### src/rtl/lsu_mem_responder.sv
// lsu_mem_responder: load/store unit driving a word memory port, splitting misaligned accesses into two words
module lsu_mem_responder #(
  parameter int ADDR_W = 32,
  parameter int DATA_W = 32
) (
  input  logic              i_clk,
  input  logic              i_reset,
  input  logic              i_req,
  input  logic              i_we,
  input  logic [2:0]        i_funct3,
  input  logic [ADDR_W-1:0] i_addr,
  input  logic [DATA_W-1:0] i_wdata,
  output logic              o_ready,
  output logic              o_done,
  output logic              o_err,
  output logic [DATA_W-1:0] o_rdata,
  output logic              o_mem_req,
  output logic              o_mem_we,
  output logic [ADDR_W-3:0] o_mem_addr,
  output logic [DATA_W-1:0] o_mem_wdata,
  output logic [3:0]        o_mem_bmask,
  input  logic              i_mem_gnt,
  input  logic              i_mem_rvalid,
  input  logic [DATA_W-1:0] i_mem_rdata
);
  typedef enum logic [2:0] {IDLE, ISSUE0, WAIT0, ISSUE1, WAIT1, RESP} state_t;
  state_t state, state_nx;
  logic              we;
  logic [2:0]        f3;
  logic [ADDR_W-1:0] addr;
  logic [31:0]       wdata;
  logic [63:0]       rbuf;
  logic [1:0]        off;
  logic [2:0]        bytes;
  logic              legal, split, second;
  logic [7:0]        mask;
  logic [63:0]       sdata;
  logic [31:0]       sh, ext;
  logic [ADDR_W-3:0] word_a, word_b;
  // stores accept only SB/SH/SW; loads additionally LBU/LHU
  function automatic logic legal_f(input logic w, input logic [2:0] f);
    return w ? (f == 3'b000 || f == 3'b001 || f == 3'b010) : (f[1:0] != 2'b11 && f != 3'b110);
  endfunction
  always_comb begin
    off    = addr[1:0];
    bytes  = f3[1] ? 3'd4 : f3[0] ? 3'd2 : 3'd1;
    legal  = legal_f(we, f3);
    split  = ({1'b0, off} + bytes) > 3'd4;
    mask   = (f3[1] ? 8'h0F : f3[0] ? 8'h03 : 8'h01) << off;
    sdata  = {32'b0, wdata} << {off, 3'b000};
    word_a = addr[ADDR_W-1:2];
    word_b = word_a + 1'b1;
    sh     = rbuf[{off, 3'b000} +: 32];
    ext    = f3[1] ? sh :
             f3[0] ? {{16{~f3[2] & sh[15]}}, sh[15:0]} :
                     {{24{~f3[2] & sh[7]}}, sh[7:0]};
  end
  always_comb begin
    state_nx = state;
    case (state)
      IDLE:    state_nx = i_req ? (legal_f(i_we, i_funct3) ? ISSUE0 : RESP) : IDLE;
      ISSUE0:  state_nx = !i_mem_gnt ? ISSUE0 : !we ? WAIT0 : split ? ISSUE1 : RESP;
      WAIT0:   state_nx = !i_mem_rvalid ? WAIT0 : split ? ISSUE1 : RESP;
      ISSUE1:  state_nx = !i_mem_gnt ? ISSUE1 : we ? RESP : WAIT1;
      WAIT1:   state_nx = i_mem_rvalid ? RESP : WAIT1;
      default: state_nx = IDLE;
    endcase
  end
  always_comb begin
    second      = state == ISSUE1;
    o_ready     = state == IDLE;
    o_done      = state == RESP;
    o_err       = o_done && !legal;
    o_rdata     = o_done && legal && !we ? ext : '0;
    o_mem_req   = state == ISSUE0 || second;
    o_mem_we    = o_mem_req && we;
    o_mem_addr  = !o_mem_req ? '0 : second ? word_b : word_a;
    o_mem_wdata = !o_mem_we ? '0 : second ? sdata[63:32] : sdata[31:0];
    o_mem_bmask = !o_mem_req ? '0 : second ? mask[7:4] : mask[3:0];
  end
  always_ff @(posedge i_clk or negedge i_reset) begin
    if (!i_reset) begin
      state <= IDLE;
      we    <= 1'b0;
      f3    <= '0;
      addr  <= '0;
      wdata <= '0;
      rbuf  <= '0;
    end else begin
      state <= state_nx;
      if (state == IDLE && i_req) begin
        we    <= i_we;
        f3    <= i_funct3;
        addr  <= i_addr;
        wdata <= i_wdata;
      end
      if (state == WAIT0 && i_mem_rvalid) rbuf[31:0] <= i_mem_rdata;
      if (state == WAIT1 && i_mem_rvalid) rbuf[63:32] <= i_mem_rdata;
    end
  end
endmodule

### config.mk
export PLATFORM = sky130hd
export DESIGN_NAME = lsu_mem_responder
export DESIGN_NICKNAME = d
export VERILOG_FILES = /design/src/rtl/lsu_mem_responder.sv
export SDC_FILE = /design/constraint.sdc
export NUM_CORES = 1
export LEC_CHECK = 0
export CORE_ASPECT_RATIO = 0.75
export CORE_MARGIN = 2
export CORE_UTILIZATION = 40
export DETAILED_ROUTE_END_ITERATION = 10
export DONT_BUFFER_PORTS = 1
export PLACE_DENSITY_LB_ADDON = 0.15
export SYNTH_ARGS = -nofsm -noshare
export SYNTH_HDL_FRONTEND = slang
export SYNTH_SLANG_ARGS = --single-unit
### constraint.sdc
create_clock -name i_clk -period 3 [get_ports i_clk]
set_clock_uncertainty 0.1 [all_clocks]
set_input_delay 0.75 -clock i_clk [delete_from_list [all_inputs] [get_ports i_clk]]
set_output_delay 0.75 -clock i_clk [all_outputs]
set_load 0.01 [all_outputs]
# [Word level (Yosys, flattened, before mapping)]
# Index checks and enable logic that the tools add are counted.
[op_classes] addsub=2 n_mul=0 div_mod_pow=0 magnitude_cmp=1 n_eq_ne=13 shifts=3 n_mux=25 bitwise=3 reduce_logical=19
[ops] cell="$mux W32" n=5
[ops] cell="$shiftx A64 B6 Y32" n=1
[ops] cell="$shl A32 B5 Y64" n=1
[ops] cell="$mux W30" n=2
[ops] cell="$add A30 B1 Y30 const B" n=1
[ops] cell="$mux W3" n=8
[ops] cell="$pmux W3 S5" n=1
[ops] cell="$eq A3 B2 Y1 const B" n=4
[ops] cell="$mux W4" n=3
[ops] cell="$eq A3 B1 Y1 const B" n=3
[ops] cell="$logic_and A1 B1 Y1" n=9
[ops] cell="$logic_not A3 Y1" n=3
[ops] cell="$shl A4 B2 Y8" n=1
[ops] cell="$eq A3 B3 Y1 const B" n=2
[ops] cell="$ne A3 B3 Y1 const B" n=2
[ops] cell="$logic_or A1 B1 Y1" n=5
[ops] cell="$mux W1" n=4
[ops] cell="$mux W2" n=2
[ops] cell="$ne A2 B2 Y1 const B" n=2
[ops] cell="$add A2 B3 Y3" n=1
[ops] cell="$gt A3 B3 Y1 const B" n=1
[ops] cell="$and A1 B1 Y1" n=2
[ops] cell="$logic_not A1 Y1" n=2
[ops] cell="$not A1 Y1" n=1
[word_totals] reg_bits=135 latchBits=0 ram_bits=0 mem_bits_ro=0 inputBits=105 out_inout_bits=103 mem_count=0

# [Longest topological paths before layout]
# Gate-level depths: netlist of run 1.
[depth] word_depth=8 ltp_mapped=8 depth_no_buf=7

# [Worst setup path after synthesis of run 1]
# OpenSTA, ideal clock, no wires.
[synth_timing] kind="flip-flop to output port" startpoint="register addr[2]" endpoint="output o_mem_addr[24]" arrival_ns=1.937 slack_ns=0.213 stages_incl_launch_ff=8 path_cell_list="dfrtp_1 > ha_1 > nand3_1 > or2_2 > clkbuf_1 > clkbuf_1 > nor4_1 > mux2i_1"
[synth_between] elab_chain_cells=3
[synth_rtl] element="start, declared" line_no="30" text="logic [ADDR_W-1:0] addr;"
[synth_rtl] element="start signal, assigned" line_no="94" text="addr <= i_addr;"
[synth_rtl] element="$add A30 B1 Y30" line_no="52" text="word_b = word_a + 1'b1;"
[synth_rtl] element="$mux W30 (2 in a row)" line_no="77" text="o_mem_addr = !o_mem_req ? '0 : second ? word_b : word_a;"
[synth_rtl] element="end, declared" line_no="19" text="output logic [ADDR_W-3:0] o_mem_addr,"
# Every way passes these cells.

# [Worst setup path in the final report of run 1]
[layout_timing] startpoint="register addr[20]" endpoint="output o_mem_addr[25]"
# The elaborated chain is that of the path after synthesis.

==> flow_summary.json, run 1 <==
{
  "cpMaxStageDelayCell": "or4_4",
  "antenna_left": 0,
  "synth_edf_count": 0,
  "ys_seq_area_frac": 0.409,
  "min_period_ns": 3.18,
  "violations": "negative hold slack, negative setup slack",
  "cp-start-kind": "register",
  "ioPinCount": 208,
  "drtIter0Drc": 564,
  "grt_pass1_wl_um": 35900,
  "finalPower_w": 0.0118,
  "syn_area_um2": 7760,
  "cts_made_buffers": 17,
  "cts_sinks": 127,
  "maxSlewViolCount": 0,
  "gp_congestion": 0.865,
  "synth_nets": 856,
  "n_antenna_cell": 0,
  "cts.clk_slew.worst_paths_ns": 0.06,
  "cts_tree": "built",
  "maxUsedRoutingLayer": "met5",
  "wl_per_cell_um": 22.4,
  "power_density_nw_per_um2": 1180,
  "setup_slack_ns": -0.179,
  "grt_usage": 0.227,
  "final-setup-viol-count": 37,
  "grt_pass1_vias": 6393,
  "synth-xor-area-share": 0.0124,
  "leakage_nw": 3.93,
  "crit_type": "reg -> out",
  "ys_seq_elements": 127,
  "slowest_delay_ns": 0.63,
  "crit_family": "simple AND/OR/NAND/NOR gates",
  "cap_violations": 0,
  "status": "finished with violations",
  "fp.dieH_um": 125,
  "end_kind": "output pin",
  "synth_top_family_by_area": "multiplexers",
  "arrival_ns": 2.33,
  "die_area_um2": 20600,
  "initial_utilization": 0.404,
  "core_um2": 19200,
  "vias": 6363,
  "synth_warnings": 0,
  "hold_ws_ns": -0.0827,
  "num_rows": 44,
  "htreeDepth": 4,
  "yosys_most_used_dff": "dfrtp_1",
  "syn2layout_area_growth_pct": 28.2,
  "fillers": 1646,
  "path_buf_inv": 0,
  "required_ns": 2.15,
  "insertion_delay_ns": 0.42,
  "vdd_drop_max_v": 0.000363,
  "placed_area_um2": 8230,
  "drive_gt1_frac": 0.480,
  "first_pass_iters": 5,
  "met3WireLength_um": 2120,
  "grt_setup_unrepaired": "yes",
  "grt_overflow": 0,
  "wl_met1_um": 9930,
  "root_buffer": "clkbuf_16",
  "syn_area_per_cell_um2": 10.4,
  "viasPerCell": 5.96,
  "wl_um": 24000,
  "grt_max_degree": 128,
  "async_flop_share": 1.00,
  "synthCells": 748,
  "ys_types": 48,
  "clk_path_buf_depth": 2,
  "hp-class": "in -> async",
  "slew_headroom": 0.581,
  "critPathMostFrequentCell": "or4_4",
  "ys_top_cells_by_area": "dfrtp_1 (41%), mux2_2 (18%), mux4_2 (9.3%)",
  "yosys.area_share.simple": 0.145,
  "final_util": 0.518,
  "hpwl_um": 15400,
  "yosys.area.top_type": "dfrtp_1",
  "synthMuxAreaShare": 0.301,
  "place.port_buffers": 0,
  "wl_met2_um": 11400,
  "fin_area_um2": 9960,
  "drcViolationCount": 0,
  "tightestPinTransition_ns": 0.628,
  "crit_fanout": 6,
  "cp_cell_sequence": "nand4_4 -> or4_4 -> or4_4 -> a21oi_4",
  "antenna_found_initial": 2,
  "synth_compound_area_frac": 0.0867,
  "yosysTopAreaCellShare": 0.409,
  "timing.fmax_mhz": 315,
  "final-hold-violation-count": 127,
  "final_nets": 910,
  "die_w_um": 165,
  "fin_crit_sh": 1.06,
  "synth_fa_ha_area_frac": 0.00580
}
layout by cell type (no fill, tap or decap), types with 6 or more instances in the layout:
| cell | netlist | routed |
|---|---|---|
| a21oi_4 | 0 | 6 |
| nand3_1 | 12 | 10 |
| nor4_4 | 0 | 7 |
| dfrtp_1 | 127 | 123 |
| nor3_2 | 0 | 9 |
| buf_4 | 1 | 74 |
| nor3_1 | 21 | 12 |
| or4_4 | 2 | 11 |
| nor2_2 | 0 | 7 |
| buf_6 | 1 | 9 |
| mux2i_2 | 0 | 7 |
| mux2i_1 | 25 | 18 |
| a211oi_2 | 0 | 7 |
| nand2b_1 | 7 | 7 |
| xnor2_1 | 9 | 9 |
| a21oi_2 | 0 | 12 |
| inv_1 | 16 | 15 |
| nor2_4 | 0 | 20 |
| and3_1 | 11 | 11 |
| nor2_1 | 99 | 72 |
| nand2_1 | 45 | 43 |
| nand4_1 | 6 | 6 |
| mux4_2 | 32 | 32 |
| o21ai_0 | 23 | 22 |
| a211oi_1 | 16 | 9 |
| mux2_2 | 121 | 121 |
| clkbuf_16 | 0 | 18 |
| a21oi_1 | 55 | 37 |
per-layer routing:
layer | GRT usage | up-vias
met1 | 0.297 | 3245
met2 | 0.351 | 239
li1 | - | 2840
met5 | 0 | -
met4 | 0.0747 | 2
met3 | 0.0816 | 37
worst reg2reg max path: cells and delay by family (launching register included):
kind | cells | cell delay, ns
fa+ha+maj | 2 | 0.60
flops | 1 | 0.54
buf+inv | 2 | 0.36
simple gates | 1 | 0.33
compound gates | 2 | 0.28
xor+xnor | 1 | 0.16
report_power, final:
part           internal (W)  switching (W)  total (W)
Combinational       0.00302        0.00317    0.00620
Clock               0.00126       0.000822    0.00208
Sequential          0.00260       0.000888    0.00349
Total               0.00688        0.00488     0.0118
worst paths after layout:
kind,from,to,slack [ns],depth (start not counted)
setup / recovery,addr[20]$_DFFE_PN0P_,o_mem_addr[25],-0.18,4
hold / removal,i_reset,rbuf[24]$_DFFE_PN0P_,-0.08,0
setup reg to reg,addr[0]$_DFFE_PN0P_,state[1]$_DFF_PN0_,0.51,8
hold reg to reg,rbuf[54]$_DFFE_PN0P_,rbuf[54]$_DFFE_PN0P_,0.41,1
max in group asynchronous,i_reset,addr[0]$_DFFE_PN0P_,2.69,0
min in group i_clk,i_funct3[1],f3[1]$_DFFE_PN0P_,0.35,2
cells by family after synthesis:
kind of cell             count (synthesis)
adder cells (fa/ha/maj)                  3
AO/OA/AOI/OAI                          116
XOR/XNOR                                11
flip-flops                             127
buffers and inverters                   76
multiplexers                           178
AND/OR/NAND/NOR                        237
cells in the mapped netlist, drive strengths merged, types with 2 or more instances:
cell	n
mux4	32
nor3	21
a211oi	16
nor2	99
or3	3
nand3	12
xnor2	9
nand2	45
and3	11
a21o	2
mux2	121
or4	11
o21ai	25
nand3b	2
nor4bb	2
nor4	10
clkbuf	39
nand4	7
nor4b	2
nor2b	2
dfrtp	127
or2	2
xor2	2
ha	2
buf	20
mux2i	25
inv	16
a21oi	55
nand2b	7
o31ai	9
flip-flops by register name (all words and copies together) (netlist names):
signal,flops
rbuf,56
f3,3
wdata,32
we,1
addr,32
state,3
layout make-up:
cell class	count	area, um2	area share
multi-input combinational	548	4960	0.499
sequential	127	3190	0.320
timing repair buffer	91	825	0.0828
clock buffer	18	439	0.0441
tap	253	317	0.0318
clock inverter	14	155	0.0156
inverter	17	67.6	0.00679
stage by stage:
stage	hold slack (ns)	setup WS, ns	instances	TNS (ns)
after global placement	0.358	0.180	988	0
final	-0.0827	-0.179	1068	-2.68
after floorplan	0.354	0.213	748	0
after detailed placement	0.358	0.107	988	0
after global routing	-0.107	-0.244	1068	-5.69
after CTS	-0.104	-0.166	1051	-1.95
timing repair:
item | in CTS | in global routing
endpoints found under the hold margin | 127 | 127
cloned | 2 | 2
setup buffers | 29 | 15
setup endpoints to repair | 73 | 60
gates resized for setup | 77 | 86
pin swaps | 18 | 27
(Power assumes the default switching activity.)
==> inputs of run 2 (changes only) <==
--- a/config.mk
+++ b/config.mk
@@ -10,7 +10,10 @@
 export CORE_UTILIZATION = 40
 export DETAILED_ROUTE_END_ITERATION = 10
 export DONT_BUFFER_PORTS = 1
+export GPL_ROUTABILITY_DRIVEN = 0
 export PLACE_DENSITY_LB_ADDON = 0.15
+export RECOVER_POWER = 25
+export SKIP_CTS_REPAIR_TIMING = 1
 export SYNTH_ARGS = -nofsm -noshare
 export SYNTH_HDL_FRONTEND = slang
 export SYNTH_SLANG_ARGS = --single-unit
==> flow_summary.json, run 2 (synthesis results as in run 1) <==
{
  "initial_utilization": 0.404,
  "htreeDepth": 4,
  "crit_fanout": 6,
  "timing.critical_path.to": "o_mem_addr[25]",
  "tightestPinTransition_ns": 0.592,
  "final_common_cell": "mux2_2",
  "largest_reg_flops": 56,
  "drcViolationCount": 0,
  "grt_pass1_wl_um": 34200,
  "first_pass_iters": 6,
  "num_rows": 44,
  "arrival_ns": 2.33,
  "required_ns": 2.15,
  "place_inst": 988,
  "fp.dieH_um": 125,
  "antenna_left": 0,
  "ioPinCount": 208,
  "power_density_nw_per_um2": 1200,
  "wl_um": 23100,
  "cts_tree": "built",
  "leakage_nw": 3.69,
  "vdd_drop_max_v": 0.000497,
  "grt_usage": 0.214,
  "die_area_um2": 20600,
  "wl_per_cell_um": 22.1,
  "drtIter0Drc": 548,
  "violations": "negative hold slack, negative setup slack",
  "core_um2": 19200,
  "grt_setup_unrepaired": "yes",
  "cap_violations": 0,
  "stdcell_count": 1047,
  "vias": 6269,
  "antenna_found_initial": 1,
  "critPathLaunch": "addr[21]$_DFFE_PN0P_",
  "final-setup-viol-count": 18,
  "top_register": "rbuf",
  "r2r_end": "state[1]$_DFF_PN0_",
  "hp-class": "in -> async",
  "timing.fmax_mhz": 314,
  "maxSlewViolCount": 0,
  "place.port_buffers": 0,
  "clk_path_buf_depth": 2,
  "min_period_ns": 3.18,
  "r2r_slack_ns": 0.65,
  "syn2layout_area_growth_pct": 21.8,
  "slew_headroom": 0.602,
  "setup_slack_ns": -0.184,
  "r2r_start": "f3[1]$_DFFE_PN0P_",
  "final-hold-violation-count": 127,
  "hpwl_um": 15500,
  "status": "finished with violations",
  "crit_type": "reg -> out",
  "fin_crit_sh": 1.06,
  "die_w_um": 165,
  "cts_sinks": 127,
  "mostFrequentLayoutCells": "mux2_2 (121), dfrtp_1 (118), nor2_1 (92)",
  "end_kind": "output pin",
  "reg2regPathDepth": 7,
  "grt_pass1_vias": 6124,
  "cts_made_buffers": 17,
  "viasPerCell": 5.99,
  "hold_ws_ns": -0.0791,
  "cp-start-kind": "register",
  "preCtsSetupSlack_ns": 0.142,
  "grt_max_degree": 128,
  "insertion_delay_ns": 0.42,
  "cts.clk_slew.worst_paths_ns": 0.06,
  "root_buffer": "clkbuf_16",
  "top_regs": "rbuf: 56 flops, addr: 32 flops, wdata: 32 flops",
  "final_nets": 888,
  "drive_gt1_frac": 0.427,
  "grt_overflow": 0
}
-- run 2: per-stage QoR --
stage | setup TNS (ns) | power (W) | util | cell area (um2)
3_3_place_gp | 0 | 0.00838 | 0.429 | 8240
5_1_grt | -5.89 | 0.0121 | 0.492 | 9460
3_5_place_dp | 0 | 0.00858 | 0.429 | 8240
4_1_cts | -11.26 | 0.0108 | 0.461 | 8860
6_report | -2.21 | 0.0113 | 0.492 | 9460
2_1_floorplan | 0 | 0.00718 | - | 7760
-- run 2: critical path, cell delays in order, from the launching register on --
cell     delay [ns]
dfrtp_1        0.41
nand2_1        0.17
or4_4          0.61
or4_1          0.54
a21oi_2        0.19
-- run 2: worst min-delay path by stage --
stage / startpoint / cells after the start / end
after floorplan: i_reset / 0 / addr[0]$_DFFE_PN0P_
after global placement: i_reset / 0 / rbuf[24]$_DFFE_PN0P_
after detailed placement: i_reset / 0 / rbuf[24]$_DFFE_PN0P_
after CTS: i_reset / 0 / rbuf[24]$_DFFE_PN0P_
after global routing: i_reset / 0 / rbuf[24]$_DFFE_PN0P_
final: i_reset / 0 / rbuf[24]$_DFFE_PN0P_
-- run 2: cell type report --
class	instances	area (um2)
clock inverters	15	198
fillers	1751	9750
repair buffers	69	578
clock buffers	17	425
inverters	17	71.3
diodes	1	2.50
multi-input cells	548	4670
flip-flops and latches	127	3190
well taps	253	317
-- run 2: power breakdown --
part	switching, W	total, W	leakage, nW	internal [W]
Clock	0.000880	0.00222	0.300	0.00134
Sequential	0.000931	0.00354	1.51	0.00261
Combinational	0.00281	0.00559	1.88	0.00278
-- run 2: routing by layer --
layer,GRT usage,routed length (um),vias up
li1,-,-,2803
met1,0.288,9900,3195
met2,0.326,10900,245
met3,0.0726,1930,26
met4,0.0706,311,0
met5,0,0,-
==> inputs of run 3 (changes only) <==
--- a/config.mk
+++ b/config.mk
@@ -6,13 +6,12 @@
 export NUM_CORES = 1
 export LEC_CHECK = 0
 export CORE_ASPECT_RATIO = 0.75
-export CORE_MARGIN = 2
+export CORE_MARGIN = 5
 export CORE_UTILIZATION = 40
 export DETAILED_ROUTE_END_ITERATION = 10
 export DONT_BUFFER_PORTS = 1
 export GPL_ROUTABILITY_DRIVEN = 0
 export PLACE_DENSITY_LB_ADDON = 0.15
-export RECOVER_POWER = 25
 export SKIP_CTS_REPAIR_TIMING = 1
 export SYNTH_ARGS = -nofsm -noshare
 export SYNTH_HDL_FRONTEND = slang
==> flow_summary.json, run 3 (synthesis results as in run 1) <==
{
  "core_um2": 19200,
  "crit_type": "reg -> out",
  "largest_reg_flops": 56,
  "drive_gt1_frac": 0.464,
  "insertion_delay_ns": 0.42,
  "fin_crit_sh": 1.09,
  "vdd_drop_max_v": 0.000483,
  "num_rows": 44,
  "clk_path_buf_depth": 2,
  "top_register": "rbuf",
  "preCtsSetupSlack_ns": 0.131,
  "final-hold-violation-count": 127,
  "stdcell_count": 1061,
  "htreeDepth": 4,
  "first_pass_iters": 5,
  "grt_setup_unrepaired": "yes",
  "syn2layout_area_growth_pct": 24.3,
  "wl_per_cell_um": 22.8,
  "die_w_um": 171,
  "hold_ws_ns": -0.0709,
  "netSwitchingFraction": 0.420,
  "ioPinCount": 208,
  "cts_tree": "built",
  "cp-start-kind": "register",
  "cts_made_buffers": 17,
  "grt_pass1_wl_um": 35100,
  "min_period_ns": 3.28,
  "violations": "negative hold slack, negative setup slack",
  "crit_fanout": 7,
  "wl_met1_um": 10300,
  "wl_um": 24200,
  "power_density_nw_per_um2": 1180,
  "die_area_um2": 22300,
  "grt_pass1_vias": 6078,
  "final-setup-viol-count": 18,
  "wl_met2_um": 11300,
  "antenna_left": 0,
  "leakage_nw": 3.77,
  "power_switching_w": 0.00479,
  "p_seq_frac": 0.310,
  "internal_power_w": 0.00663,
  "pwr-share-comb": 0.509,
  "drcViolationCount": 0,
  "met3WireLength_um": 1960,
  "grt_overflow": 0,
  "fp.dieH_um": 131,
  "status": "finished with violations",
  "hp-class": "in -> async",
  "cts.clk_slew.worst_paths_ns": 0.06,
  "final_nets": 901,
  "timing.fmax_mhz": 305,
  "mostFrequentLayoutCells": "mux2_2 (121), dfrtp_1 (118), nor2_1 (74)",
  "root_buffer": "clkbuf_16",
  "slew_headroom": 0.634,
  "required_ns": 2.15,
  "cts_sinks": 127,
  "clkPwrFrac": 0.181,
  "drtIter0Drc": 383,
  "viasPerCell": 5.93,
  "grt_usage": 0.201,
  "initial_utilization": 0.404,
  "tightestPinTransition_ns": 0.546,
  "finalPower_w": 0.0114,
  "vias": 6296,
  "hpwl_um": 15800,
  "maxSlewViolCount": 0,
  "final_common_cell": "mux2_2",
  "place.port_buffers": 0,
  "top_regs": "rbuf: 56 flops, addr: 32 flops, wdata: 32 flops",
  "antenna_found_initial": 5,
  "setup_tns_ns": -2.99,
  "cap_violations": 0,
  "end_kind": "output pin",
  "grt_max_degree": 128,
  "maxUsedRoutingLayer": "met5",
  "place_inst": 995,
  "arrival_ns": 2.43,
  "setup_slack_ns": -0.278
}
==> run 3: path summary, 6_finish.rpt <==
check	start	endpoint	slack [ns]	cells after the start
setup / recovery	addr[2]$_DFFE_PN0P_	o_mem_addr[19]	-0.28	4
hold / removal	i_reset	rbuf[25]$_DFFE_PN0P_	-0.07	0
setup reg to reg	f3[1]$_DFFE_PN0P_	state[1]$_DFF_PN0_	0.65	7
hold reg to reg	rbuf[48]$_DFFE_PN0P_	rbuf[48]$_DFFE_PN0P_	0.40	1
max in group asynchronous	i_reset	addr[17]$_DFFE_PN0P_	2.69	0
min in group i_clk	i_funct3[0]	f3[0]$_DFFE_PN0P_	0.36	2
==> run 3: routing by layer <==
metal | track usage | up-vias
met5 | 0 | -
met4 | 0.0596 | 6
met3 | 0.0707 | 48
met2 | 0.312 | 248
met1 | 0.269 | 3169
li1 | - | 2825
==> run 3: cell type report <==
class | instances | area [um2]
inverters | 17 | 71.3
fillers | 1698 | 9570
clock buffers | 17 | 425
well taps | 253 | 317
multi-input cells | 548 | 4800
clock inverters | 15 | 150
flip-flops and latches | 127 | 3190
repair buffers | 82 | 683
diodes | 2 | 5.00
==> run 3: through the flow <==
stage / cell area, um2 / utilization
4_1_cts: 8870 / 0.462
2_1_floorplan: 7760 / -
5_1_grt: 9650 / 0.502
3_5_place_dp: 8290 / 0.432
6_report: 9650 / 0.502
3_3_place_gp: 8290 / 0.432
==> run 3: critical path: stages (launching register included) <==
cell     delay [ns]
dfrtp_2        0.45
nand4_1        0.33
or4_4          0.60
or4_4          0.46
a21oi_4        0.18
==> run 3: power by group through the flow <==
stage / registers, W / clock network [W] / logic (W)
final: 0.00354 / 0.00206 / 0.00581
after global routing: 0.00368 / 0.00219 / 0.00632
after CTS: 0.00352 / 0.00211 / 0.00512
after detailed placement: 0.00354 / 0 / 0.00510
after global placement: 0.00347 / 0 / 0.00497
after floorplan: 0.00314 / 0 / 0.00403
